**src/rtl/mem_read_arbiter.sv**
```systemverilog
// Two-requester AXI4-Lite read arbiter: instruction fetch and load path share one memory read port.
// Define ARB_ROUND_ROBIN_EN for round-robin arbitration; by default the LSU wins simultaneous requests.
module mem_read_arbiter #(
  parameter int ADDR_WIDTH = 32,
  parameter int DATA_WIDTH = 32
) (
  input  logic                  clk,
  input  logic                  reset,
  input  logic [ADDR_WIDTH-1:0] ifu_araddr,
  input  logic                  ifu_arvalid,
  output logic                  ifu_arready,
  output logic [DATA_WIDTH-1:0] ifu_rdata,
  output logic [1:0]            ifu_rresp,
  output logic                  ifu_rvalid,
  input  logic                  ifu_rready,
  input  logic [ADDR_WIDTH-1:0] lsu_araddr,
  input  logic                  lsu_arvalid,
  output logic                  lsu_arready,
  output logic [DATA_WIDTH-1:0] lsu_rdata,
  output logic [1:0]            lsu_rresp,
  output logic                  lsu_rvalid,
  input  logic                  lsu_rready,
  output logic [ADDR_WIDTH-1:0] m_araddr,
  output logic                  m_arvalid,
  input  logic                  m_arready,
  input  logic [DATA_WIDTH-1:0] m_rdata,
  input  logic [1:0]            m_rresp,
  input  logic                  m_rvalid,
  output logic                  m_rready
);

  typedef enum logic [1:0] {
    IDLE = 2'd0,
    AR   = 2'd1,
    R    = 2'd2
  } state_t;

  state_t                state_q;
  logic                  gnt_q;
  logic [ADDR_WIDTH-1:0] m_araddr_q;
  logic                  m_arvalid_q;
`ifdef ARB_ROUND_ROBIN_EN
  logic                  last_q;
`endif

  logic win_lsu_s;
  logic any_req_s;
  logic grant_ok_s;

  // Arbitration winner among the current requesters
  always_comb begin
    win_lsu_s = 1'b0;
    if (ifu_arvalid && lsu_arvalid) begin
`ifdef ARB_ROUND_ROBIN_EN
      win_lsu_s = ~last_q;
`else
      win_lsu_s = 1'b1;
`endif
    end else begin
      win_lsu_s = lsu_arvalid;
    end
  end

  // A grant issued in a reset cycle would be lost, so arready is held low then
  assign grant_ok_s  = (state_q == IDLE) && !reset;
  assign any_req_s   = ifu_arvalid | lsu_arvalid;
  assign ifu_arready = grant_ok_s && ifu_arvalid && !win_lsu_s;
  assign lsu_arready = grant_ok_s && lsu_arvalid && win_lsu_s;
  assign m_araddr    = m_araddr_q;
  assign m_arvalid   = m_arvalid_q;

  // Read-data routing to the granted requester; zero outside the R state
  always_comb begin
    ifu_rvalid = 1'b0;
    ifu_rdata  = {DATA_WIDTH{1'b0}};
    ifu_rresp  = 2'b00;
    lsu_rvalid = 1'b0;
    lsu_rdata  = {DATA_WIDTH{1'b0}};
    lsu_rresp  = 2'b00;
    m_rready   = 1'b0;
    if (state_q == R) begin
      if (gnt_q) begin
        lsu_rvalid = m_rvalid;
        lsu_rdata  = m_rdata;
        lsu_rresp  = m_rresp;
        m_rready   = lsu_rready;
      end else begin
        ifu_rvalid = m_rvalid;
        ifu_rdata  = m_rdata;
        ifu_rresp  = m_rresp;
        m_rready   = ifu_rready;
      end
    end else begin
      m_rready = 1'b0;
    end
  end

  // Transaction FSM: grant, forward one address, wait for the single data beat
  always_ff @(posedge clk) begin
    if (reset) begin
      state_q     <= IDLE;
      gnt_q       <= 1'b0;
      m_araddr_q  <= {ADDR_WIDTH{1'b0}};
      m_arvalid_q <= 1'b0;
`ifdef ARB_ROUND_ROBIN_EN
      last_q      <= 1'b1;
`endif
    end else begin
      case (state_q)
        IDLE: begin
          if (any_req_s) begin
            gnt_q       <= win_lsu_s;
            m_araddr_q  <= win_lsu_s ? lsu_araddr : ifu_araddr;
            m_arvalid_q <= 1'b1;
            state_q     <= AR;
          end
        end
        AR: begin
          if (m_arready) begin
            m_arvalid_q <= 1'b0;
            state_q     <= R;
          end
        end
        R: begin
          if (m_rvalid && m_rready) begin
            state_q <= IDLE;
`ifdef ARB_ROUND_ROBIN_EN
            last_q  <= gnt_q;
`endif
          end
        end
        default: begin
          m_arvalid_q <= 1'b0;
          state_q     <= IDLE;
        end
      endcase
    end
  end

endmodule

```
**config.mk**
```make
export PLATFORM = sky130hd
export DESIGN_NAME = mem_read_arbiter
export DESIGN_NICKNAME = d
export VERILOG_FILES = /design/src/rtl/mem_read_arbiter.sv
export SDC_FILE = /design/constraint.sdc
export NUM_CORES = 1
export LEC_CHECK = 0
export ABC_AREA = 1
export CAP_MARGIN = 0
export CORE_AREA = 2 2 86 88
export DETAILED_ROUTE_END_ITERATION = 7
export DIE_AREA = 0 0 88 90
export GPL_TIMING_DRIVEN = 0
export PLACE_DENSITY = 0.92
export SETUP_SLACK_MARGIN = 0.2
export SLEW_MARGIN = 20
export SYNTH_ARGS = -nofsm -noshare
export SYNTH_HDL_FRONTEND = slang
export SYNTH_SLANG_ARGS = --single-unit
```
**constraint.sdc**
```tcl
create_clock -name clk -period 2.3 [get_ports clk]
set_clock_uncertainty 0.2 [all_clocks]
set_input_delay 0.46 -clock clk [delete_from_list [all_inputs] [get_ports clk]]
set_output_delay 0.46 -clock clk [all_outputs]
set_load 0.005 [all_outputs]
```
==> results by group <==
Run status
  • Run status: completed

Floorplanning
  • Initial Util: 32.3%
  • Die footprint: 7920 sq um
  • Die extent in y: 90 um
  • Core area: 7020 sq um
  • Die width: 88 um
  • Row cnt: 31
  • IO Count: 212

Pwr
  • Combinational power share: 38.0%
  • P_leak: 2.32 nW
  • Sw frac: 30.4%
  • Internal: 1.29 mW
  • Worst ir drop on vdd: 0.000300 V
  • PwrDens: 394 nW/um^2
  • Total power: 1.85 mW
  • Sw Pwr: 562 uW
  • Seq pwr share: 38.8%
  • Power share of the clock group: 23.2%

Yosys
  • Most common cell in the synthesized netlist: nand2_1
  • Sequential share of the synthesized area: 31.8%
  • Syn Nets: 496
  • Mapped Cells: 390
  • Post-synth EDFFs: 0
  • Post-synth top cells: nand2_1 (168), nor2_1 (75), inv_1 (41), dfxtp_1 (36), a21oi_1 (29)
  • Top FF cell, synth: dfxtp_1
  • Fraction of registers with async set/reset: 0%
  • Synth Area per Inst: 5.82 sq um
  • FF+latch count, synth: 36
  • Synth warn: 0
  • Area leader, netlist: dfxtp_1
  • Top-area cell type share of the netlist area: 31.8%
  • Synth Cell Area: 2270 sq um
  • Area contributors post-synth: dfxtp_1 (32%), nand2_1 (28%), nor2_1 (12%)
  • Count of different cell masters after synthesis: 20

Timing
  • Final Cycle Share: 92.9%
  • Setup-failing EPs final: 0
  • RSZ-0062 raised after global routing: true
  • Hold Fails Final Rpt: 0
  • Setup TNS: 0 ns
  • F_max: 468 MHz
  • Fin. max-slew vios: 0
  • Actual slew at the worst max-slew pin: 0.534 ns
  • Fin crit period: 2.14 ns
  • Slew margin rel.: 64.4%

Worst setup path
  • Worst setup EP type: output pin
  • Slowest stage delay, CP: 0.37 ns
  • Critical Path AT: 1.48 ns
  • Worst Path Buf+Inv: 4
  • Critical path launch point type: register
  • Crit-path leading delay family: buffers and inverters
  • Critical path class: reg -> out
  • Crit path required time: 1.64 ns
  • Critical Path Slowest Stage Cell: dfxtp_4
  • CP cell instances: inv_4, nand2_4, inv_6, nand2_8, buf_4, nor2_1, dlygate4sd2_1
  • Worst Path Max Fanout: 8
  • R2r setup slk: 0.84 ns

Drt
  • Routed Antenna Nets: 0
  • Vias per cell: 4.48
  • DRC: 0
  • Wire length per cell: 13.9 um
  • DRT Pass-1 Iters: 5
  • Initial DRC count: 98
  • Routed wire length: 10000 um
  • Vias: 3236

Global routing
  • Vias in the first global route: 3094
  • Initial antenna violation count: 2
  • Overflow left after global routing: 0
  • Largest net degree at the start of global routing: 12
  • Global-route wire length before repair: 14200 um
  • Gr usage total: 22.8%

Worst hold path
  • Hold WC Path Type: reg -> reg

Clocking
  • H-tree depth: 2
  • CTS tree: built
  • Clock root buffer: clkbuf_8
  • Clock latency at the later pin of the worst-skew pair: 0.28 ns
  • TritonCTS Buffers: 5
  • CTS Sinks: 36
  • Clk slew on worst S/H paths: 0.07 ns
  • CTS Buffer Depth: 2

Cells and area
  • Layout cell share with drive strength beyond 1: 22.4%
  • Nets@finish: 727
  • Post-Layout Cell Count: 722
  • Utilization after layout: 66.8%
  • Design Area, Final: 4690 sq um
  • Layout area overhead: 107%

Place
  • Cell Area, Placed: 4480 sq um
  • GP Congestion: 0.761
  • PortBufs: 209
  • Cells after DPL: 698
  • Hpwl dp: 7740 um

Run
  • Max Cap Viol: 0
kinds of logic after synthesis:
| group | Yosys count | synth area share [%] |
|---|---|---|
| AOI/OAI and AO/OA | 38 | 10.1 |
| buffers and inverters | 66 | 15.9 |
| DFF | 36 | 31.8 |
| and+or+nand+nor | 250 | 42.2 |
worst reg2reg max path: stages (launching register included):
cell and delay, ns:
dfxtp_4 0.37, nor2_4 0.11, buf_4 0.13, o21ai_4 0.10, inv_2 0.13, buf_6 0.15
nand2_1 0.06, a21oi_1 0.14
repair_timing:
item | 4_1_cts | 5_1_grt
endpoints found under the setup margin | 73 | 65
hold buffers | 0 | 0
pin swaps | 2 | 2
cloned | 2 | 1
gates resized for setup | 179 | 116
setup buffers | 9 | 3
endpoints found under the hold margin | 0 | 0
metal layers:
layer,GRT usage [%],share of wire [%],vias up
met5,0,0,-
met4,10.6,3.9,0
met3,6.70,8.5,27
met2,46.1,56,165
met1,19.0,31,1429
li1,-,-,1615
sequential cells by signal, summed over array words and instances (netlist names):
register,count
m_araddr,32
state_q,2
gnt_q,1
m_arvalid,1
power groups by stage:
stage          clock network (mW)  registers (mW)  logic (mW)
5_1_grt                     0.458           0.725       0.764
2_1_floorplan                   0           0.728       0.273
6_report                    0.428           0.717       0.703
3_5_place_dp                    0           0.726       0.671
4_1_cts                     0.439           0.715       0.676
3_3_place_gp                    0           0.723       0.658
final timing paths:
kind | cells after the start | startpoint | end
worst max register to register | 7 | state_q[1] | m_araddr[22]
worst min register to register | 2 | m_araddr[14] | m_araddr[14]
worst min-delay path | 2 | m_araddr[14] | m_araddr[14]
worst max-delay path | 7 | state_q[0] | ifu_rresp[1]
placed cells by master, fill, tap and decap left out, types with 2 or more instances in the layout:
cell type          n
a21oi_1           28
buf_4              7
clkbuf_2          20
buf_12             2
buf_2             30
dfxtp_4            2
nand3_1            2
nor2_2            12
clkdlybuf4s50_1  135
diode_2            2
inv_1             39
buf_6             27
clkbuf_1           3
dlygate4sd2_1     11
clkdlybuf4s15_1   10
nand2_8            2
clkinv_2           2
a21oi_2            8
nor2_1            52
nand2_1          167
dfxtp_1           33
clkbuf_8           5
nor2_4            12
per-stage QoR:
stage	setup slack, ns	hold WS (ns)
finish	0.163	0.265
global route	0.114	0.271
CTS	0.0652	0.265
detailed placement	-0.0682	0.257
global placement	-0.0480	0.249
floorplan	0.603	0.256
layout make-up:
cell class,count,area (sq um)
antenna,2,5.00
buffer,23,209
clock buffer,5,68.8
clock inverter,2,12.5
fill,588,2330
inverter,43,170
multi-input combinational,288,1340
sequential,36,729
tap,99,124
timing repair buffer,224,2030
Note: power is estimated with default switching activity, not from simulation.
